File: config.mk
export PLATFORM = sky130hd
export DESIGN_NAME = audio_capture_sched
export DESIGN_NICKNAME = d
export VERILOG_FILES = /design/src/rtl/audio_capture_sched.sv
export SDC_FILE = /design/constraint.sdc
export NUM_CORES = 1
export LEC_CHECK = 0
export CAP_MARGIN = 25
export CORE_MARGIN = 2
export CORE_UTILIZATION = 35
export DETAILED_ROUTE_END_ITERATION = 16
export GPL_TIMING_DRIVEN = 0
export SETUP_SLACK_MARGIN = 0.05
export SLEW_MARGIN = 20
export SYNTH_ARGS = -nofsm -noshare
export SYNTH_HDL_FRONTEND = slang
export SYNTH_SLANG_ARGS = --single-unit
File: constraint.sdc
create_clock -name clk -period 6.55 [get_ports clk]
set_input_delay 1.965 -clock clk [delete_from_list [all_inputs] [get_ports clk]]
set_output_delay 1.965 -clock clk [all_outputs]
set_load 0.005 [all_outputs]
File: src/rtl/audio_capture_sched.sv
// PDM capture sequencer: warm-up discard, capture to RAM, I2S / UART readout.
// Optional AUTO_PLAY_EN: a completed capture goes straight into playback.
module audio_capture_sched #(
  parameter int DEPTH    = 4096,
  parameter int AW       = 12,
  parameter int SAMPLE_W = 16,
  parameter int WARMUP   = 64
) (
  input  logic                clk,
  input  logic                reset_n,
  input  logic                btn_capture,
  input  logic                btn_i2s,
  input  logic                btn_uart,
  output logic                pdm_en,
  input  logic                pcm_valid,
  input  logic [SAMPLE_W-1:0] pcm_data,
  output logic                ram_we,
  output logic [AW-1:0]       ram_addr,
  output logic [SAMPLE_W-1:0] ram_wdata,
  input  logic [SAMPLE_W-1:0] ram_rdata,
  input  logic                i2s_req,
  output logic [SAMPLE_W-1:0] i2s_sample,
  output logic                i2s_sample_valid,
  output logic                uart_valid,
  output logic [7:0]          uart_data,
  input  logic                uart_ready,
  output logic [3:0]          led
);

  typedef enum logic [2:0] {
    S_IDLE, S_WARMUP, S_CAPTURE, S_PLAY,
    S_DUMP_RD, S_DUMP_HI, S_DUMP_LO
  } state_t;

  localparam logic [AW:0] FULL = (AW+1)'(DEPTH);
  localparam logic [7:0]  WU   = 8'(WARMUP);

  state_t        state;
  logic [AW-1:0] wr_addr;
  logic [AW-1:0] rd_addr;
  logic [AW:0]   cap_len;
  logic [7:0]    warm_cnt;
  logic          rd_pend;
  logic          dump_ph;
  logic [7:0]    lo_byte;
  logic          rd_last;

  assign rd_last = ({1'b0, rd_addr} + 1'b1) == cap_len;

  // RAM port: writes in capture, reads on a play request or dump fetch
  always_comb begin
    ram_we    = 1'b0;
    ram_addr  = '0;
    ram_wdata = '0;
    if (state == S_CAPTURE && pcm_valid) begin
      ram_we    = 1'b1;
      ram_addr  = wr_addr;
      ram_wdata = pcm_data;
    end else if (state == S_PLAY && i2s_req && !rd_pend) begin
      ram_addr = rd_addr;
    end else if (state == S_DUMP_RD && !dump_ph) begin
      ram_addr = rd_addr;
    end
  end

  // Status LEDs follow the registered state and buffer length
  assign led = {
    cap_len != '0,
    (state == S_DUMP_RD) || (state == S_DUMP_HI) || (state == S_DUMP_LO),
    state == S_PLAY,
    (state == S_WARMUP) || (state == S_CAPTURE)
  };

  // Main sequencer with registered outputs
  always_ff @(posedge clk) begin
    if (!reset_n) begin
      state            <= S_IDLE;
      wr_addr          <= '0;
      rd_addr          <= '0;
      cap_len          <= '0;
      warm_cnt         <= '0;
      rd_pend          <= 1'b0;
      dump_ph          <= 1'b0;
      lo_byte          <= '0;
      pdm_en           <= 1'b0;
      i2s_sample       <= '0;
      i2s_sample_valid <= 1'b0;
      uart_valid       <= 1'b0;
      uart_data        <= '0;
    end else begin
      i2s_sample_valid <= 1'b0;
      case (state)
        S_IDLE: begin
          if (btn_capture) begin
            pdm_en   <= 1'b1;
            warm_cnt <= '0;
            wr_addr  <= '0;
            cap_len  <= '0;
            state    <= (WARMUP == 0) ? S_CAPTURE : S_WARMUP;
          end else if (btn_i2s && cap_len != '0) begin
            rd_addr <= '0;
            rd_pend <= 1'b0;
            state   <= S_PLAY;
          end else if (btn_uart && cap_len != '0) begin
            rd_addr <= '0;
            dump_ph <= 1'b0;
            state   <= S_DUMP_RD;
          end
        end
        S_WARMUP: begin
          if (pcm_valid) begin
            warm_cnt <= warm_cnt + 8'd1;
            if (warm_cnt + 8'd1 == WU)
              state <= S_CAPTURE;
          end
        end
        S_CAPTURE: begin
          if (pcm_valid) begin
            wr_addr <= wr_addr + 1'b1;
            cap_len <= cap_len + 1'b1;
            if (cap_len + 1'b1 == FULL) begin
              pdm_en <= 1'b0;
`ifdef AUTO_PLAY_EN
              rd_addr <= '0;
              rd_pend <= 1'b0;
              state   <= S_PLAY;
`else
              state <= S_IDLE;
`endif
            end
          end
        end
        S_PLAY: begin
          if (rd_pend) begin
            rd_pend          <= 1'b0;
            i2s_sample       <= ram_rdata;
            i2s_sample_valid <= 1'b1;
            rd_addr          <= rd_addr + 1'b1;
            if (rd_last)
              state <= S_IDLE;
          end else if (i2s_req) begin
            rd_pend <= 1'b1;
          end
        end
        S_DUMP_RD: begin
          if (!dump_ph) begin
            dump_ph <= 1'b1;
          end else begin
            dump_ph    <= 1'b0;
            lo_byte    <= ram_rdata[7:0];
            uart_data  <= ram_rdata[15:8];
            uart_valid <= 1'b1;
            state      <= S_DUMP_HI;
          end
        end
        S_DUMP_HI: begin
          if (uart_valid && uart_ready) begin
            uart_valid <= 1'b0;
            state      <= S_DUMP_LO;
          end
        end
        S_DUMP_LO: begin
          if (!uart_valid) begin
            uart_valid <= 1'b1;
            uart_data  <= lo_byte;
          end else if (uart_ready) begin
            uart_valid <= 1'b0;
            rd_addr    <= rd_addr + 1'b1;
            state      <= rd_last ? S_IDLE : S_DUMP_RD;
          end
        end
        default: state <= S_IDLE;
      endcase
    end
  end

endmodule

==> impl_metrics.toml <==
[clock_tree]
hold_buffers = 0
insertion_delay_ps = 360
cts_resized = 0
htree_levels = 3
clk_path_buf_depth = 2
cts_root_buf = "clkbuf_16"
post_cts_buffers = 0
clkTransAtPathRegs_ps = 70
cts_tree = "yes"
cts_made_buffers = 9
clock_sinks = 85

[die]
row_count = 42
dieArea_sq_um = 14800
start_util_pct = 36.2
fp.dieH_microns = 121
die_w_microns = 121
io-pin-count = 100
core_sq_um = 13300

[worst_setup_path]
endpoint_kind = "output port"
crit_fanout = 10
crit_slowest_cell = "clkdlybuf4s50_1"
slowest_delay_ps = 500
cp_num_buf_inv = 5
crit_cells = 7
cp.required_ps = 4590
r2r_start = "cap_len[0]"
ff2ff_path_depth = 7
start_kind = "input port"
critPathCapture = "ram_addr[0]"
crit_path_cell_trace = "clkdlybuf4s50_1 > nand4bb_1 > clkbuf_1 > inv_1 > clkbuf_1 > a22o_1 > clkdlybuf4s50_1"
path_delay_family = "buffers and inverters"
r2r-end = "state[2]"
cp_data_arrival_time_ps = 4100
worstSetupPathType = "in -> out"
cp-startpoint = "pcm_valid"
worst-r2r-setup-slack_ps = 3480

[layout]
diodes = 0
fin_nets = 805
finish.utilization_pct = 47.5
stdcell_count = 939
fill_cells = 1355
syn2layout_area_growth_pct = 31.4
drive_above_1_share_pct = 5.24

[sta]
rsz0062_at_grt = "no"
relSlewSlack_pct = 54.7
fmax_mhz = 165
finClkSkew_ps = 11.4
tightest_slew_ps = 680
slew_viol_final = 0
hold_viol_final = 0
worst_slack_ps = 490
setup_viol = 0
fin_crit_ps = 6060
finalSetupTns_ps = 0
fin_crit_sh_pct = 92.5

[grt]
grt_max_degree = 17
gr-total-overflow = 0
grt_first_pass_wirelength_microns = 25400
antenna_found_initial = 0
grt_usage_pct = 21.8
grt_pass1_vias = 5052

[pwr]
power.leakage_nw = 2.25
ir_worst_vdd_v = 0.000126
pwr_density_cell_nw_per_um2 = 226

[route]
dr.first_iter.drc_count = 313
antenna_left = 0
drcViolationCount = 0
via_count = 5243
dr.pass1.iters = 5
wl_per_cell_microns = 16.8
wl_microns = 15800
viasPerCell = 5.58

[synthesis]
avgSynthCellArea_sq_um = 7.45
ys_seq_area_share_pct = 35.2
synth.distinct_cells = 62
yosysWarnings = 0
synth.top_cell.area_share_pct = 35.2
ys_ff_latch = 85
synthFlopType = "dfxtp_1"
synth_edf_count = 0
synth.most_common_cell = "nand2_1"
synthesis.area_sq_um = 4830
async_flop_share_pct = 0
synth_commonest_cells = "105 x nand2_1, 85 x dfxtp_1, 60 x nor2_1"
syn-num-nets = 695
synth.area.top_cells = "dfxtp_1 35%, nand2_1 8.2%, a21oi_1 6.0%"
synthCells = 648
synth_largest_area_cell = "dfxtp_1"

[placed_design]
post-place-ws_ps = 540
hpwlAfterDp_microns = 11700
routabilityCongestion = 0.924
dp_cells = 923
port-buffer-count = 99

[job]
max-cap-violations = 0

[hold_path]
hp-start = "lo_byte[0]"
hold_class = "reg -> reg"

[outcome]
status = "finished clean"
==> registers in the layout, indices dropped and copies added, names as in the netlist <==
register	count
pdm_en	1
warm_cnt	8
cap_len	13
dump_ph	1
wr_addr	12
uart_valid	1
lo_byte	8
rd_pend	1
i2s_sample	16
state	3
uart_data	8
i2s_sample_valid	1
rd_addr	12
==> worst min-delay path by stage <==
stage / to / slack (ps) / cells past startpoint
floorplan: lo_byte[7] / 440 / 2
global placement: i2s_sample[14] / 450 / 2
detailed placement: lo_byte[4] / 450 / 2
CTS: lo_byte[4] / 460 / 2
global route: i2s_sample[13] / 480 / 2
finish: lo_byte[0] / 460 / 2
==> routing by layer <==
| metal | vias to the layer above | track usage, % | share of wire (%) | wire length (microns) |
|---|---|---|---|---|
| met2 | 188 | 36.1 | 47 | 7370 |
| met4 | 0 | 9.12 | 2.3 | 361 |
| met1 | 2473 | 27.3 | 44 | 6990 |
| met3 | 28 | 4.75 | 6.8 | 1080 |
| met5 | - | 0 | 0 | 0 |
| li1 | 2554 | - | - | - |
==> area by class of cell <==
type,instances,area (sq um),share of cell area (%)
tap,176,220,3.47
sequential,85,1700,26.8
inverter,11,41.3,0.651
buffer,53,218,3.43
clock buffer,9,225,3.55
timing repair buffer,99,991,15.6
multi-input combinational,499,2870,45.2
clock inverter,7,81.3,1.28
==> power breakdown <==
part           leakage (nW)  internal (mW)  switching [mW]  total (mW)
combinational          1.42          0.131           0.201       0.332
clock                 0.152          0.302           0.239       0.541
sequential            0.685          0.537          0.0240       0.561
total                  2.25          0.970           0.464        1.43
==> placed cells by master (no fill, tap or decap), drive strengths merged, types with 6 or more instances in the layout <==
cell type,count
clkdlybuf4s50,99
a21oi,58
buf,12
a311oi,13
xnor2,15
nand3,35
dfxtp,85
nor2,60
ha,7
a22o,12
inv,14
o21ai,36
nor3,18
a31oi,14
xor2,15
nand2,105
a211oi,6
and2,6
and3,24
clkbuf,50
nand4,13
==> per-stage QoR <==
stage | power (mW) | hold WS, ps | area (sq um)
final | 1.43 | 457 | 6350
after CTS | 1.44 | 459 | 6350
after floorplan | 0.761 | 437 | 4830
after detailed placement | 0.901 | 449 | 6040
after global routing | 1.50 | 478 | 6350
after global placement | 0.894 | 446 | 6040
==> kinds of logic after synthesis <==
| group | synth area share [%] |
|---|---|
| AOI/OAI and AO/OA | 22.9 |
| xor gates and xnor gates | 5.44 |
| DFF | 35.2 |
| muxes | 0.233 |
| buffers and inverters | 5.36 |
| adders and majority gates | 1.81 |
| and+or+nand+nor | 29.0 |
==> worst min-delay path: stages, from the launching register on <==
cell and delay (ps):
dfxtp_1 310, nand2_1 50, a21oi_1 50
Power figures use the tool's default switching activity.
